<file path="config.mk">
export PLATFORM = sky130hd
export DESIGN_NAME = pb_mode_ctrl
export DESIGN_NICKNAME = d
export VERILOG_FILES = /design/src/rtl/pb_mode_pkg.sv /design/src/rtl/pb_window_timer.sv /design/src/rtl/pb_mode_ctrl.sv
export SDC_FILE = /design/constraint.sdc
export NUM_CORES = 1
export LEC_CHECK = 0
export ABC_AREA = 1
export CAP_MARGIN = 20
export CORE_UTILIZATION = 60
export CTS_CLUSTER_SIZE = 25
export DETAILED_ROUTE_END_ITERATION = 10
export MAX_ROUTING_LAYER = met4
export PLACE_DENSITY = 0.81
export SYNTH_ARGS = -nofsm -noshare
export SYNTH_HDL_FRONTEND = slang
export SYNTH_HIERARCHICAL = 1
export SYNTH_SLANG_ARGS = --single-unit
</file>
<file path="constraint.sdc">
create_clock -name i_clk -period 2.3 [get_ports i_clk]
set_clock_uncertainty 0.15 [all_clocks]
set_input_delay 0.69 -clock i_clk [delete_from_list [all_inputs] [get_ports i_clk]]
set_output_delay 0.69 -clock i_clk [all_outputs]
set_load 0.01 [all_outputs]
</file>
<file path="src/rtl/pb_mode_pkg.sv">
`default_nettype none
// +----------------------------------------------------------------------------+
// | pb_mode_pkg                                                                |
// | Shared FSM encodings and timing defaults for the push-button mode control. |
// | Revision: 1.0                                                              |
// +----------------------------------------------------------------------------+
package pb_mode_pkg;

    typedef enum logic [1:0] {
        ST_IDLE  = 2'd0,
        ST_WAIT2 = 2'd1,
        ST_REQ   = 2'd2
    } pb_state_e;

    localparam int unsigned c_DBL_WIN_DEF = 32'd2500000;
    localparam int unsigned c_ACK_TO_DEF  = 32'd1024;

    // Single press advances the mode, wrapping back to 0 after the last one.
    function automatic int unsigned wrap_inc(input int unsigned mode,
                                             input int unsigned num_modes);
        return (mode == num_modes - 1) ? 0 : mode + 1;
    endfunction

endpackage
`default_nettype wire

</file>
<file path="src/rtl/pb_window_timer.sv">
`default_nettype none
// +----------------------------------------------------------------------------+
// | pb_window_timer                                                            |
// | Clear/enable cycle counter; o_expired is high while count == LIMIT-1.      |
// | Revision: 1.0                                                              |
// +----------------------------------------------------------------------------+
module pb_window_timer #(
    parameter int unsigned LIMIT = 8
) (
    input  logic i_clk,
    input  logic i_rstn,
    input  logic i_clr,
    input  logic i_en,
    output logic o_expired
);

    localparam int unsigned CNT_W = $clog2(LIMIT);

    logic [CNT_W-1:0] cnt_q;

    always_ff @(posedge i_clk or negedge i_rstn) begin
        if (!i_rstn) begin
            cnt_q <= '0;
        end else if (i_clr) begin
            cnt_q <= '0;
        end else if (i_en) begin
            cnt_q <= cnt_q + 1'b1;
        end
    end

    assign o_expired = (cnt_q == CNT_W'(LIMIT - 1));

endmodule
`default_nettype wire

</file>
<file path="src/rtl/pb_mode_ctrl.sv">
`default_nettype none
// +----------------------------------------------------------------------------+
// | pb_mode_ctrl                                                               |
// | Classifies debounced presses as SINGLE/DOUBLE and hands the new mode to    |
// | the config logic over req/ack. PB_MODE_ACK_TO_EN adds an ack timeout.      |
// | Revision: 1.0                                                              |
// +----------------------------------------------------------------------------+
module pb_mode_ctrl
    import pb_mode_pkg::*;
#(
    parameter  int unsigned NUM_MODES = 4,
    parameter  int unsigned DBL_WIN   = c_DBL_WIN_DEF,
    parameter  int unsigned ACK_TO    = c_ACK_TO_DEF,
    localparam int unsigned MODE_W    = $clog2(NUM_MODES)
) (
    input  logic              i_clk,
    input  logic              i_rstn,
    input  logic              i_pb_pulse,
    input  logic              i_ack,
    output logic              o_req,
    output logic [MODE_W-1:0] o_req_mode,
    output logic [MODE_W-1:0] o_mode,
    output logic              o_dbl,
    output logic              o_busy,
    output logic              o_err
);

    pb_state_e         state_q;
    logic              req_q;
    logic [MODE_W-1:0] req_mode_q;
    logic [MODE_W-1:0] mode_q;
    logic              dbl_q;
    logic              busy_q;

    logic              w_win_expired;
    logic              w_ack_expired;
    logic [MODE_W-1:0] w_next_mode;

    assign w_next_mode = MODE_W'(wrap_inc(32'(mode_q), NUM_MODES));

    // Held clear outside WAIT2 so every window starts from zero.
    pb_window_timer #(
        .LIMIT     (DBL_WIN)
    ) u_win_timer (
        .i_clk     (i_clk),
        .i_rstn    (i_rstn),
        .i_clr     (state_q != ST_WAIT2),
        .i_en      (state_q == ST_WAIT2),
        .o_expired (w_win_expired)
    );

`ifdef PB_MODE_ACK_TO_EN
    logic err_q;

    pb_window_timer #(
        .LIMIT     (ACK_TO)
    ) u_ack_timer (
        .i_clk     (i_clk),
        .i_rstn    (i_rstn),
        .i_clr     (state_q != ST_REQ),
        .i_en      (state_q == ST_REQ),
        .o_expired (w_ack_expired)
    );

    assign o_err = err_q;
`else
    assign w_ack_expired = 1'b0;
    assign o_err         = 1'b0;
`endif

    always_ff @(posedge i_clk or negedge i_rstn) begin
        if (!i_rstn) begin
            state_q    <= ST_IDLE;
            req_q      <= 1'b0;
            req_mode_q <= '0;
            mode_q     <= '0;
            dbl_q      <= 1'b0;
            busy_q     <= 1'b0;
`ifdef PB_MODE_ACK_TO_EN
            err_q      <= 1'b0;
`endif
        end else begin
            dbl_q <= 1'b0;
`ifdef PB_MODE_ACK_TO_EN
            err_q <= 1'b0;
`endif
            case (state_q)
                ST_IDLE: begin
                    if (i_pb_pulse) begin
                        state_q <= ST_WAIT2;
                        busy_q  <= 1'b1;
                    end
                end
                ST_WAIT2: begin
                    // A second press on the expiry cycle still counts as DOUBLE.
                    if (i_pb_pulse) begin
                        req_mode_q <= '0;
                        dbl_q      <= 1'b1;
                        req_q      <= 1'b1;
                        state_q    <= ST_REQ;
                    end else if (w_win_expired) begin
                        req_mode_q <= w_next_mode;
                        req_q      <= 1'b1;
                        state_q    <= ST_REQ;
                    end
                end
                ST_REQ: begin
                    if (i_ack) begin
                        mode_q  <= req_mode_q;
                        req_q   <= 1'b0;
                        busy_q  <= 1'b0;
                        state_q <= ST_IDLE;
                    end else if (w_ack_expired) begin
                        req_q   <= 1'b0;
                        busy_q  <= 1'b0;
                        state_q <= ST_IDLE;
`ifdef PB_MODE_ACK_TO_EN
                        err_q   <= 1'b1;
`endif
                    end
                end
                default: begin
                    req_q   <= 1'b0;
                    busy_q  <= 1'b0;
                    state_q <= ST_IDLE;
                end
            endcase
        end
    end

    assign o_req      = req_q;
    assign o_req_mode = req_mode_q;
    assign o_mode     = mode_q;
    assign o_dbl      = dbl_q;
    assign o_busy     = busy_q;

endmodule
`default_nettype wire
</file>
# After elaboration in Yosys (flattened, before gate mapping)
# Index checks and enable logic that the tools add are counted.
dict set report classes {
  n_mux 18
  add_sub_neg 2
  n_bitwise 2
  n_eq_ne 8
  reduce_logical 8
}
# cell count
set ops {}
lappend ops {{2-to-1 mux 22 bit} 2}
lappend ops {{adder 22 x 1 -> 22 bit (second input constant)} 1}
lappend ops {{== test 22 bit (second input constant)} 1}
lappend ops {{2-to-1 mux 2 bit} 7}
lappend ops {{AND reduction 3 bit} 3}
lappend ops {{2-to-1 mux 1 bit} 6}
lappend ops {{one-hot mux 1 bit (3 select lines)} 2}
lappend ops {{one-hot mux 2 bit (3 select lines)} 1}
lappend ops {{== test 2 bit (second input constant)} 2}
lappend ops {{!= test 2 bit (second input constant)} 2}
lappend ops {{AND reduction 2 bit} 2}
lappend ops {{nonzero test 2 bit} 2}
lappend ops {{!= test 3 bit (second input constant)} 1}
lappend ops {{adder 2 x 1 -> 2 bit (second input constant)} 1}
lappend ops {{== test 2 x 1 -> 1 bit (second input constant)} 1}
lappend ops {{logical NOT 2 bit} 1}
lappend ops {{!= test 2 x 1 -> 1 bit (second input constant)} 1}
lappend ops {{inverter 1 bit} 2}
dict set report word_totals {
  wordCells 45
  in_bits 4
  regBits 31
}

# Logic depth before layout (Yosys ltp)
dict set report logic_depth {
  word_depth 4
  mapped_depth 10
}

# Cells and area by module
# Netlist, hierarchy kept.
# mod area_per_inst_um2 cells_per_inst instances seq_area_each_um2
set by_module_without_submodules {}
lappend by_module_without_submodules {pb_window_timer 1331.3 189 1 550.5}
lappend by_module_without_submodules {pb_mode_ctrl 431.7 48 1 225.2}

# Worst setup path before layout
# OpenSTA, ideal clock, no wires.
dict set report synth_timing {
  path_kind {register to register}
  start {register u_win_timer.cnt_q[0]}
  end {register req_mode_q[1], in the netlist o_req_mode[1]}
  arrival_time_ns 1.362
  synth_period_minus_slack_ns 1.586
  stages_incl_launch_ff 10
  t_required_ns 2.076
  path_slack_ns 0.714
  cell_sequence {dfrtp_1 -> ha_1 -> nand3_1 -> nor4_1 -> nand3_1 -> nor2_1 -> nor2_2 -> nor2_4 -> nand3_2 -> o21ai_2}
}
dict set report synth_via {
  elab_chain_cells 3
}
# element line_no
set synth_rtl {}
lappend synth_rtl {{start: declaration} pb_window_timer.sv:19} ;# logic [CNT_W-1:0] cnt_q;
lappend synth_rtl {{start signal: assignment} pb_window_timer.sv:27} ;# cnt_q <= cnt_q + 1'b1;
lappend synth_rtl {{== test 22 bit} pb_window_timer.sv:31} ;# assign o_expired = (cnt_q == CNT_W'(LIMIT - 1));
lappend synth_rtl {{net w_win_expired} pb_mode_ctrl.sv:35} ;# logic w_win_expired;
lappend synth_rtl {{nonzero test 2 bit (no line)} -}
lappend synth_rtl {{AND reduction 2 bit (no line)} -}
lappend synth_rtl {{end signal: assignment} pb_mode_ctrl.sv:102} ;# req_mode_q <= w_next_mode;
lappend synth_rtl {{end: declaration} pb_mode_ctrl.sv:30} ;# logic [MODE_W-1:0] req_mode_q;
# The timed path passes the listed nets, and every way through them passes these cells.
# A chain may end at the register's enable or synchronous reset.

# Worst setup path in the final report
dict set report layout_timing {
  start {register mode_q[0], in the netlist o_mode[0]}
  end {output o_mode[0]}
}
# element line_no
set layout_rtl {}
lappend layout_rtl {{start: declaration} pb_mode_ctrl.sv:31} ;# logic [MODE_W-1:0] mode_q;
lappend layout_rtl {{start signal: assignment} pb_mode_ctrl.sv:109} ;# mode_q <= req_mode_q;
lappend layout_rtl {{end: declaration} pb_mode_ctrl.sv:22} ;# output logic [MODE_W-1:0] o_mode,
# No word-level cell between the ends.

==> impl_metrics.py <==
metrics = {
    "final_layout": {
        "layout-drive-gt1-share_pct": 11.8,
        "insertedDiodeCount": 0,
        "design.final.nets": 259,
        "mostFrequentLayoutCells": "nand2_1, nor2_1, dfrtp_1",
        "flow.area_growth_from_synthesis_pct": 11.4,
        "n_fill_cell": 228,
        "layout_commonest_cell": "nand2_1",
    },
    "sta": {
        "setup_violations": 0,
        "report.final.slew_viol_count": 0,
        "hold_violations": 0,
        "period_minus_slack_ns": 2.12,
        "setup-tns-final_ns": 0,
        "max-slew-margin-rel_pct": 62.7,
        "tightestPinTransition_ns": 0.557,
        "post-route-period-util_pct": 92.2,
        "rsz0062_at_grt": "no",
        "fmax_ghz": 0.472,
        "final.hold.worst_slack_ns": 0.342,
    },
    "pwr": {
        "pwr-share-clk_pct": 22.0,
        "p_leak_nw": 0.914,
        "seq_power_share_pct": 41.9,
        "vdd_ir_drop_max_v": 0.000951,
        "cellInternalPower_mw": 1.03,
        "comb_power_share_pct": 36.1,
        "switching_share_pct": 37.1,
        "power.net_switching_uw": 606,
        "pwr_density_cell_nw_per_um2": 832,
    },
    "die": {
        "chipHeight_um": 56.2,
        "core-area_sq_um": 2780,
        "floorplan.rows": 19,
        "starting_density_of_the_core_pct": 63.4,
        "boundaryPins": 12,
        "die_width_um": 56.2,
        "die_area_sq_um": 3160,
    },
    "hold_path": {
        "worst_hold_path.endpoint": "o_busy",
        "whs_path_depth": 2,
        "min_path_type": "reg2reg",
        "timing.hold.worst.start": "o_busy",
    },
    "global_route": {
        "antenna_violations_before_repair": 0,
        "first_global_vias": 1325,
        "global_route.usage.total_pct": 25.2,
        "grt-ovfl-total": 0,
        "first_pass_grt_wire_length_mm": 5.98,
        "pin_count_of_the_biggest_net_entering_global_routing": 32,
    },
    "worst_setup_path": {
        "worstPathRequired_ns": 1.46,
        "worst-r2r-cell-count": 8,
        "rr_startpoint": "state_q[1]",
        "critical_path_peak_fanout": 4,
        "timing.setup.critical_path_class": "reg2out",
        "timing.critical_path.buf_inv": 1,
        "critical_path.cell_chain": "clkdlybuf4s50_1",
        "crit_path_leading_delay_family": "buffers and inverters",
        "slack_of_the_worst_reg_to_reg_path_ns": 0.48,
        "timing.critical_path.slowest_cell_delay_ns": 0.55,
        "cp.arrival_ns": 1.28,
        "worstReg2RegEnd": "u_win_timer/cnt_q[7]",
        "worst_setup_path_start_kind": "flop",
        "slowest_stage_cell_cp": "clkdlybuf4s50_1",
        "timing.critical_path.to_type": "output port",
    },
    "clock_network": {
        "cts-root-buf": "clkbuf_4",
        "clock_latency_ns": 0.33,
        "clk_transition_reported_paths_ns": 0.09,
        "post_cts_resize_count": 0,
        "sinks_on_clock_net": 31,
        "post_cts_buffers": 0,
        "cts-htree-levels": 2,
        "clk_path_buf_depth": 2,
        "cts_hold_repair.buffers": 0,
        "cts_buffers": 5,
        "cts_tree": "yes",
    },
    "yosys": {
        "post_synth_inst_count": 237,
        "postSynthNetCount": 243,
        "synth.avg_cell_area_sq_um": 7.44,
        "synth.distinct_cells": 27,
        "synth-seq-cells": 31,
        "post-synth-top-area-fraction_pct": 44.0,
        "mappedNetlistArea_sq_um": 1760,
        "synthesis.yosys.warnings": 6,
        "netlist.top_cell.by_area": "dfrtp_1",
        "yosys-top-cells-area": "dfrtp_1, nand2_1, nor2_1",
        "seq_area_frac_synth_pct": 44.0,
    },
    "placement": {
        "gp_congestion": 0.870,
        "place.port_buffers": 10,
        "dpl.hpwl_mm": 2.51,
    },
    "flow_run": {
        "maximum_capacitance_violations": 0,
    },
    "detailed_routing": {
        "routed_wl_mm": 3.44,
        "remaining_drc_errors": 0,
        "drt_pass1_iterations": 4,
        "dr_total_vias": 1523,
        "drt-wirelength-per-cell_um": 12.1,
        "vias_per_cell": 5.34,
        "initialDrtViolationCount": 93,
        "ant_nets": 0,
    },
    "run_status": {
        "status": "finished, final reports clean",
    },
}
[flip-flops by register name (all words and copies together) (netlist names)]
| signal | flops |
|---|---|
| o_busy | 1 |
| state_q | 2 |
| o_req_mode | 2 |
| o_req | 1 |
| o_dbl | 1 |
| o_mode | 2 |
| u_win_timer/cnt_q | 22 |
[cell type report]
class / count / area, sq um / share of cell area [%]
timing repair buffer: 12 / 115 / 5.86
tap: 31 / 38.8 / 1.98
sequential: 31 / 776 / 39.5
multi-input combinational: 175 / 857 / 43.7
clock buffer: 8 / 68.8 / 3.51
inverter: 28 / 108 / 5.48
[Yosys cell counts]
| library cell | n |
|---|---|
| nor2_4 | 6 |
| nand4_1 | 1 |
| buf_6 | 1 |
| nor2_1 | 39 |
| inv_2 | 2 |
| nand2_4 | 2 |
| o21ai_2 | 2 |
| ha_1 | 2 |
| nor2_2 | 2 |
| inv_1 | 25 |
| nand2_2 | 5 |
| nand3_2 | 1 |
| o21ai_0 | 11 |
| inv_4 | 1 |
| nor4_1 | 3 |
| buf_1 | 1 |
| conb_1 | 1 |
| a2bb2oi_1 | 1 |
| dfrtp_1 | 31 |
| nand3_1 | 20 |
| xnor2_1 | 1 |
| a21oi_1 | 14 |
| buf_4 | 1 |
| nor3b_1 | 1 |
| and2_1 | 1 |
| nand2_1 | 57 |
| nor3_1 | 5 |
[layer usage]
metal	vias up	wire, um	GRT usage, %
met5	-	0	-
met1	696	1710	36.6
met3	8	193	6.98
met4	0	51	8.71
li1	784	-	-
met2	35	1480	34.0
[logic make-up (layout without fill, tap and decap cells)]
| family | after synthesis | count (layout) | share of synthesized area, % |
|---|---|---|---|
| DFF | 31 | 31 | 44.0 |
| xor gates and xnor gates | 1 | 1 | 0.497 |
| and+or+nand+nor | 143 | 143 | 37.9 |
| other | 1 | 1 | 0.213 |
| AOI/OAI and AO/OA | 28 | 28 | 8.59 |
| buffers and inverters | 31 | 48 | 7.38 |
| adders and majority gates | 2 | 2 | 1.42 |
[metrics by stage]
stage               instances  worst slack, ns  util (%)  total power [mW]  instance area [sq um]
floorplan                 237            0.714         -              1.08                   1760
global placement          277            0.426      68.1              1.27                   1890
detailed placement        277            0.383      68.1              1.28                   1890
CTS                       285            0.153      70.6              1.65                   1960
global route              285            0.112      70.6              1.75                   1960
finish                    285            0.179      70.6              1.63                   1960
[power by group through the flow]
| stage | clock network (mW) | registers (mW) | logic [mW] |
|---|---|---|---|
| after detailed placement | 0 | 0.694 | 0.589 |
| after global placement | 0 | 0.694 | 0.578 |
| after global routing | 0.391 | 0.695 | 0.664 |
| after CTS | 0.373 | 0.685 | 0.588 |
| final | 0.360 | 0.684 | 0.589 |
| after floorplan | 0 | 0.710 | 0.372 |
[how the worst max path moves through the flow]
stage	slack (ns)	endpoint	cells after the start	from
final	0.18	o_mode[0]	1	o_mode[0]
after global routing	0.11	o_mode[0]	1	o_mode[0]
after CTS	0.15	o_mode[0]	1	o_mode[0]
after detailed placement	0.38	o_req	5	i_pb_pulse
after global placement	0.43	o_req_mode[0]	5	i_pb_pulse
after floorplan	0.71	o_req_mode[1]	9	u_win_timer/cnt_q[0]
Note: power is estimated with default switching activity, not from simulation.
